$ cat src/rtl/booth_seq_mult.sv
`default_nettype none
// ============================================================================
//  Module      : booth_seq_mult
//  Description : Sequential radix-2 Booth multiplier for signed two's-complement
//                operands. One Booth iteration per clock, with a start/done
//                handshake. The product is read directly from the A/Q registers.
//  Revision    : 1.0  initial release
// ============================================================================
module booth_seq_mult #(
    parameter int WIDTH = 4
) (
    input  logic                 clk,
    input  logic                 reset,
    input  logic                 start,
    input  logic [WIDTH-1:0]     multiplicand,
    input  logic [WIDTH-1:0]     multiplier,
    output logic                 busy,
    output logic                 done,
    output logic [2*WIDTH-1:0]   product
);

    // Iteration counter width; it must be able to hold the value WIDTH.
    localparam int C_CNT_W = $clog2(WIDTH + 1);

    typedef enum logic [1:0] {
        ST_IDLE = 2'd0,
        ST_RUN  = 2'd1,
        ST_DONE = 2'd2
    } state_t;

    state_t               r_state_q, w_state_d;
    // M and A carry one extra bit so that -M is representable when the
    // multiplicand is the most negative value.
    logic [WIDTH:0]       r_m_q, w_m_d;
    logic [WIDTH:0]       r_a_q, w_a_d;
    logic [WIDTH:0]       w_sum;
    logic [WIDTH-1:0]     r_q_q, w_q_d;
    logic                 r_q1_q, w_q1_d;
    logic [C_CNT_W-1:0]   r_cnt_q, w_cnt_d;
    logic                 r_busy_q, w_busy_d;
    logic                 r_done_q, w_done_d;

    // Booth recoding: {Q[0], q_1} picks subtract, add or pass-through of M.
    always_comb begin
        case ({r_q_q[0], r_q1_q})
            2'b10:   w_sum = r_a_q - r_m_q;
            2'b01:   w_sum = r_a_q + r_m_q;
            default: w_sum = r_a_q;
        endcase
    end

    // Next-state and datapath update for load, iterate and done phases.
    always_comb begin
        w_state_d = r_state_q;
        w_m_d     = r_m_q;
        w_a_d     = r_a_q;
        w_q_d     = r_q_q;
        w_q1_d    = r_q1_q;
        w_cnt_d   = r_cnt_q;
        case (r_state_q)
            ST_IDLE: begin
                if (start) begin
                    w_m_d     = {multiplicand[WIDTH-1], multiplicand};
                    w_a_d     = '0;
                    w_q_d     = multiplier;
                    w_q1_d    = 1'b0;
                    w_cnt_d   = C_CNT_W'(WIDTH);
                    w_state_d = ST_RUN;
                end
            end
            ST_RUN: begin
                // Arithmetic right shift of {S, Q, q_1}, sign of S replicated.
                w_a_d   = {w_sum[WIDTH], w_sum[WIDTH:1]};
                w_q_d   = {w_sum[0], r_q_q[WIDTH-1:1]};
                w_q1_d  = r_q_q[0];
                w_cnt_d = r_cnt_q - C_CNT_W'(1);
                if (r_cnt_q == C_CNT_W'(1)) begin
                    w_state_d = ST_DONE;
                end
            end
            ST_DONE: begin
                w_state_d = ST_IDLE;
            end
            default: begin
                w_state_d = ST_IDLE;
            end
        endcase
        // Status outputs are registered, so derive them from the next state.
        w_busy_d = (w_state_d != ST_IDLE);
        w_done_d = (w_state_d == ST_DONE);
    end

    // State and datapath registers; reset clears everything, even mid-run.
    always_ff @(posedge clk) begin
        if (reset) begin
            r_state_q <= ST_IDLE;
            r_m_q     <= '0;
            r_a_q     <= '0;
            r_q_q     <= '0;
            r_q1_q    <= 1'b0;
            r_cnt_q   <= '0;
            r_busy_q  <= 1'b0;
            r_done_q  <= 1'b0;
        end else begin
            r_state_q <= w_state_d;
            r_m_q     <= w_m_d;
            r_a_q     <= w_a_d;
            r_q_q     <= w_q_d;
            r_q1_q    <= w_q1_d;
            r_cnt_q   <= w_cnt_d;
            r_busy_q  <= w_busy_d;
            r_done_q  <= w_done_d;
        end
    end

    assign busy    = r_busy_q;
    assign done    = r_done_q;
    assign product = {r_a_q[WIDTH-1:0], r_q_q};

endmodule
`default_nettype wire

$ cat config.mk
export PLATFORM = sky130hd
export DESIGN_NAME = booth_seq_mult
export DESIGN_NICKNAME = d
export VERILOG_FILES = /design/src/rtl/booth_seq_mult.sv
export SDC_FILE = /design/constraint.sdc
export NUM_CORES = 1
export LEC_CHECK = 0
export BUFFER_PORTS_ARGS = -buffer_cell sky130_fd_sc_hd__buf_2
export CAP_MARGIN = 10
export CORE_MARGIN = 3
export CORE_UTILIZATION = 45
export DETAILED_ROUTE_END_ITERATION = 6
export PLACE_DENSITY = 0.67
export SLEW_MARGIN = 25
export SYNTH_ARGS = -nofsm -noshare
export SYNTH_HDL_FRONTEND = slang
export SYNTH_SLANG_ARGS = --single-unit
$ cat constraint.sdc
create_clock -name clk -period 4.69 [get_ports clk]
set_clock_uncertainty 0.15 [all_clocks]
set_input_delay 1.1725 -clock clk [delete_from_list [all_inputs] [get_ports clk]]
set_output_delay 1.1725 -clock clk [all_outputs]
set_load 0.01 [all_outputs]
==> out/results.ini, run 1 <==
[placed_design]
hpwl_mm=1.65
numPortBuffers=20
place.gp.congestion=0.757

[layout]
drive_gt1_share_pct=22.4
finalNetCount=155
fillers=197
n_antenna_cell=0
layout_common_cells=nor2_1, dfxtp_1, buf_2, inv_1, ha_1
syn_to_final_growth_pct=15.5

[global_route]
grt_pass1_vias=835
top_usage_layer=met2
grt_pass1_wl_mm=3.75
grt_max_degree=22
track_usage_pct=17.6
grt_overflow_total=0
grt_util_met3_pct=2.49
grtUsageMet1_pct=25.4
use_met2_pct=27.0
antenna_found_initial=0

[setup_path]
timing.critical_path.buf_inv=1
crit_path_start=r_q_q[0]
r2r.worst_path.cells=8
r2r_setup_slack_ns=2.13
max_stage_delay_ns=0.40
cp_slowest_cell=fa_1
crit_required_ns=4.75
endpoint_kind=flop
reg2reg_to=r_a_q[3]
cp_cell_sequence=inv_1 > ha_1 > mux2_2 > fa_1 > a21o_1 > a21oi_1 > xnor3_1 > a221oi_2
worst-path-max-fanout=5
start_kind=flop
cpLargestDelayFamily=adder cells
crit_type=reg -> reg
r2r-start=r_q_q[0]
crit_arrival_ns=2.62

[routing]
ant_nets=0
dr.first_iter.drc_count=18
viasPerCell=5.37
drt_wl_total_mm=2.20
vias=864
drc=0
dr.pass1.iters=4
routedWlPerCell_um=13.7

[die]
core_region_area_um2=2080
io_pins=21
fp.dieArea_um2=2920
start_util_pct=49.9
die_h_um=54.1
die_x_um=54.1
rows=16

[clock_network]
clk_pin_slew_worst_paths_ns=0.12
cts_root_buf=clkbuf_4
post_cts_resized=0
cts_buffer_depth=2
clock-sinks=20
numCtsBuffers=3
postCtsSetupBuffers=0
cts.hold.buffers_added=0
cts_tree=done
clkLatencyLatePin_ns=0.30
h-tree-depth=1

[job]
cap_violations=0

[timing]
timing.final.crit_period_ns=2.56
rsz0062_at_grt=false
tightest_slew_ns=0.409
slew_headroom_pct=72.6
maxSlewViolCount=0
hold_viol=0
fin_tns_setup_ns=0
layout_worst_path_cycle_share_pct=54.5
setup_violations=0
fmax_mhz=391

[worst_hold_path]
hold_depth=2
hp-start=r_q_q[2]
min_path_type=reg -> reg
hold_end=r_q_q[2]

[yosys]
syn_nets=133
yosys_warnings=0
synth.avg_cell_area_um2=9.20
syn_area_um2=1040
synth.ff_latch_count=20
seq_area_frac_synth_pct=38.5
postSynthCellCount=113
ys_types=31

[pwr]
power_leakage_nw=0.571
p_per_area_nw_per_um2=315
vdd_drop_max_mv=0.182
p_total_w=0.000378

[run_status]
status=completed

-- metal layers --
metal	wire, um	part of all wire [%]	vias up
met2	947	43	21
met4	12	0.54	0
li1	-	-	442
met1	1110	51	399
met3	129	5.9	2
met5	0	0	-
-- through the flow --
| step | instances | hold slack (ns) | instance area (um^2) | setup slack, ns | utilization [%] |
|---|---|---|---|---|---|
| after global routing | 161 | 0.381 | 1200 | 1.97 | 57.7 |
| final | 161 | 0.343 | 1200 | 2.13 | 57.7 |
| after detailed placement | 157 | 0.330 | 1160 | 2.17 | 55.9 |
| after floorplan | 113 | 0.304 | 1040 | 2.28 | - |
| after global placement | 157 | 0.322 | 1160 | 2.26 | 55.9 |
| after CTS | 161 | 0.351 | 1200 | 2.14 | 57.7 |
-- area by class of cell --
type	count	area, um^2	share of cell area [%]
flip-flops and latches	20	400	33.3
inverters	10	37.5	3.13
well taps	27	33.8	2.81
multi-input cells	79	586	48.8
clock buffers	4	36.3	3.02
repair buffers	21	108	8.96
-- cells in the mapped netlist, drive strengths merged --
| master | number | area, um^2 |
|---|---|---|
| xor2 | 3 | 26.3 |
| xnor2 | 1 | 8.76 |
| a32oi | 1 | 8.76 |
| dfxtp | 20 | 400 |
| nor4b | 2 | 17.5 |
| nand2 | 3 | 11.3 |
| nor2 | 21 | 81.3 |
| a211oi | 1 | 7.51 |
| clkbuf | 3 | 11.3 |
| a222oi | 1 | 10.0 |
| nor3 | 1 | 5.00 |
| buf | 1 | 5.00 |
| xnor3 | 1 | 22.5 |
| inv | 10 | 37.5 |
| mux2 | 2 | 22.5 |
| or3 | 1 | 6.26 |
| a221oi | 4 | 41.3 |
| and2 | 1 | 6.26 |
| fa | 1 | 20.0 |
| a22oi | 2 | 15.0 |
| o22ai | 4 | 25.0 |
| a311oi | 2 | 17.5 |
| o21ai | 3 | 15.0 |
| a21o | 2 | 15.0 |
| nand2b | 3 | 18.8 |
| ha | 8 | 100 |
| a21oi | 6 | 33.8 |
| mux2i | 5 | 50.1 |
-- worst max path at each step --
stage          depth (start not counted)  slack, ns       end
6_report                               8       2.13  r_a_q[3]
3_5_place_dp                           8       2.17  r_a_q[3]
5_1_grt                                8       1.97  r_a_q[3]
3_3_place_gp                           8       2.26  r_a_q[3]
4_1_cts                                8       2.14  r_a_q[3]
2_1_floorplan                          8       2.28  r_a_q[3]
-- worst reg2reg max path, cell delays in order, from the launching register on --
cell,delay (ns)
dfxtp_1,0.34
inv_1,0.08
ha_1,0.25
mux2_2,0.38
fa_1,0.40
a21o_1,0.19
a21oi_1,0.17
xnor3_1,0.24
a221oi_2,0.27
-- sequential cells by signal (all words and copies together), names as in the netlist --
name	cells
r_state_q	2
r_m_q	4
r_a_q	4
r_cnt_q	3
r_q_q	4
done	1
r_q1_q	1
busy	1
-- cell families after synthesis --
| logic type | after synthesis | synth area share [%] |
|---|---|---|
| mux | 7 | 6.98 |
| flops | 20 | 38.5 |
| buf+inv | 14 | 5.17 |
| fa+ha+maj | 9 | 11.6 |
| xor+xnor | 5 | 5.54 |
| compound gates | 26 | 18.2 |
| simple gates | 32 | 14.1 |
-- power by group --
| group | internal (W) | switching [W] | leakage [nW] |
|---|---|---|---|
| Combinational | 0.0000397 | 0.0000466 | 0.386 |
| Sequential | 0.000181 | 0.0000110 | 0.164 |
| Clock | 0.0000473 | 0.0000519 | 0.0210 |
No activity file was read; power rests on OpenSTA's default activity.
==> run 2: changes to the inputs <==
--- a/config.mk
+++ b/config.mk
@@ -10,7 +10,7 @@
 export CORE_MARGIN = 3
 export CORE_UTILIZATION = 45
 export DETAILED_ROUTE_END_ITERATION = 6
-export PLACE_DENSITY = 0.67
+export PLACE_DENSITY = 0.7
 export SLEW_MARGIN = 25
 export SYNTH_ARGS = -nofsm -noshare
 export SYNTH_HDL_FRONTEND = slang
==> constraint.sdc (replaced) <==
create_clock -name clk -period 2.3 [get_ports clk]
set_clock_uncertainty 0.15 [all_clocks]
set_input_delay 0.575 -clock clk [delete_from_list [all_inputs] [get_ports clk]]
set_output_delay 0.575 -clock clk [all_outputs]
set_load 0.01 [all_outputs]
==> run 2 against run 1 <==
  * Largest cell class unchanged
  * Clock-buffer cell count decreased by 1
  * Final cell count rose by 2.5%
  * Setup slack got worse by 2.1 ns
  * Critical endpoint unchanged
  * Critical path type unchanged
  * Highest routed layer unchanged
  * Routed wire length increased by 7.7%
  * Largest power group unchanged
  * Sequential power is 100% higher
  * Sequential cell count stayed put
  * Design area rose by 5.5%
  * Core utilization grew 3.2 points
==> out/results.ini, run 2 (same netlist as run 1, synthesis figures left out) <==
[setup_path]
timing.critical_path.buf_inv=1  ; unchanged
start_kind=flop  ; unchanged
max_stage_delay_ns=0.35  ; was 0.40 ns
endpoint_kind=flop  ; unchanged
crit_path_start=r_m_q[1]  ; was r_q_q[0]
crit_type=reg -> reg  ; unchanged
worst-path-max-fanout=2  ; was 5
crit_required_ns=2.37  ; was 4.75 ns
cp_slowest_cell=dfxtp_2  ; was fa_1
crit_arrival_ns=2.35  ; was 2.62 ns
r2r-start=r_m_q[1]  ; was r_q_q[0]
cpLargestDelayFamily=compound AO/OA/AOI/OAI gates  ; was adder cells
cp_cell_sequence=inv_2 > ha_4 > mux2_4 > fa_2 > a21o_1 > a21oi_2 > xnor3_1 > a221oi_2  ; was inv_1 > ha_1 > mux2_2 > fa_1 > a21o_1 > a21oi_1 > xnor3_1 > a221oi_2

[clock_network]
postCtsSetupBuffers=0  ; unchanged
cts_root_buf=clkbuf_4  ; unchanged
cts_tree=done  ; unchanged
clkLatencyLatePin_ns=0.30  ; about the same
numCtsBuffers=3  ; unchanged
cts_buffer_depth=2  ; unchanged
cts.hold.buffers_added=0  ; unchanged
clk_pin_slew_worst_paths_ns=0.11  ; was 0.12 ns
h-tree-depth=1  ; unchanged
clock-sinks=20  ; unchanged

[pwr]
vdd_drop_max_mv=0.387  ; was 0.182 mV
power_leakage_nw=0.593  ; was 0.571 nW
p_per_area_nw_per_um2=599  ; was 315 nW/um^2

[die]
fp.dieArea_um2=2920  ; unchanged
core_region_area_um2=2080  ; unchanged
rows=16  ; unchanged
die_x_um=54.1  ; unchanged
die_h_um=54.1  ; unchanged
start_util_pct=49.9  ; unchanged
io_pins=21  ; unchanged

[global_route]
grt_pass1_vias=856  ; was 835
antenna_found_initial=0  ; unchanged
grt_max_degree=22  ; unchanged
track_usage_pct=18.4  ; was 17.6%
grt_pass1_wl_mm=3.84  ; was 3.75 mm
grt_overflow_total=0  ; unchanged

[timing]
fmax_mhz=439  ; was 391 MHz
whs_ns=0.342  ; was 0.343 ns
layout_worst_path_cycle_share_pct=99.1  ; was 54.5%
hold_viol=0  ; unchanged
slew_headroom_pct=69.3  ; was 72.6%
setup_violations=0  ; unchanged
maxSlewViolCount=0  ; unchanged
rsz0062_at_grt=true  ; was false
tightest_slew_ns=0.459  ; was 0.409 ns
timing.final.crit_period_ns=2.28  ; was 2.56 ns

[routing]
dr.first_iter.drc_count=33  ; was 18
viasPerCell=5.50  ; was 5.37
ant_nets=0  ; unchanged
vias=907  ; was 864
dr.pass1.iters=5  ; was 4
drc=0  ; unchanged
routedWlPerCell_um=14.4  ; was 13.7 um
drt_wl_total_mm=2.37  ; was 2.20 mm

[placed_design]
dp.cells=162  ; was 157
place.gp.congestion=0.790  ; was 0.757
hpwl_mm=1.70  ; was 1.65 mm
numPortBuffers=20  ; unchanged

[run_status]
status=completed  ; unchanged

[job]
cap_violations=0  ; unchanged

[layout]
fin_cells=165  ; was 161
reg.largest.list=r_a_q x4, r_m_q x4, r_q_q x4  ; unchanged
finalNetCount=160  ; was 155
n_antenna_cell=0  ; unchanged
layout_common_cells=buf_2, nor2_1, dfxtp_1, inv_1  ; was nor2_1, dfxtp_1, buf_2, inv_1, ha_1
syn_to_final_growth_pct=21.9  ; was 15.5%
drive_gt1_share_pct=33.3  ; was 22.4%
fillers=197  ; unchanged
final_common_cell=buf_2

[worst_hold_path]
min_path_type=reg -> reg  ; unchanged
hp-start=r_q_q[2]  ; unchanged

-- run 2: where the power goes --
group | switching (W) | internal [W] | leakage (nW)
sequential | 0.0000221 | 0.000371 | 0.166
clock | 0.000105 | 0.0000610 | 0.0138
combinational | 0.000104 | 0.0000964 | 0.413
-- run 2: metal layers --
layer | up-vias | part of all wire (%) | wire length (um) | global-route usage, %
li1 | 450 | - | - | -
met1 | 419 | 44 | 1060 | 22.5
met2 | 31 | 47 | 1120 | 30.6
met3 | 7 | 6.5 | 153 | 4.16
met4 | 0 | 1.7 | 41 | 7.88
met5 | - | 0 | 0 | 0
-- run 2: area by class of cell --
type / instances / area (um^2) / area share (%)
timing repair buffer: 26 / 145 / 11.5
sequential: 20 / 405 / 32.0
clock buffer: 3 / 22.5 / 1.78
tap: 27 / 33.8 / 2.67
multi-input combinational: 79 / 623 / 49.2
inverter: 10 / 37.5 / 2.96
-- run 2: per-stage QoR --
stage                     setup TNS, ns  instance area (um^2)  utilization [%]  total power (W)  worst slack [ns]
final                                 0                  1270             60.9         0.000759            0.0198
after global routing            -0.0881                  1270             60.9         0.000802           -0.0881
after CTS                             0                  1260             60.6         0.000759            0.0178
after detailed placement        -0.0604                  1220             58.5         0.000589           -0.0604
after global placement                0                  1220             58.5         0.000582          0.000533
after floorplan                       0                  1060                -         0.000527            0.0137
-- run 2: worst paths after layout --
| kind | end | slack [ns] | cells after the start |
|---|---|---|---|
| setup / recovery | r_a_q[3] | 0.02 | 8 |
| hold / removal | r_q_q[2] | 0.34 | 2 |
| setup reg to reg | r_a_q[3] | 0.02 | 8 |
| hold reg to reg | r_q_q[2] | 0.34 | 2 |
-- run 2: worst min-delay path, cell delays in order, from the launching register on --
cell and delay, ns:
dfxtp_1 0.33, inv_1 0.05, a221oi_1 0.06
-- run 2: what timing repair did --
action / 4_1_cts / 5_1_grt
resized for setup: 5 / 4
endpoints found under the hold margin: 0 / 0
setup endpoints to repair: 1 / 1
pin swaps: 5 / 3
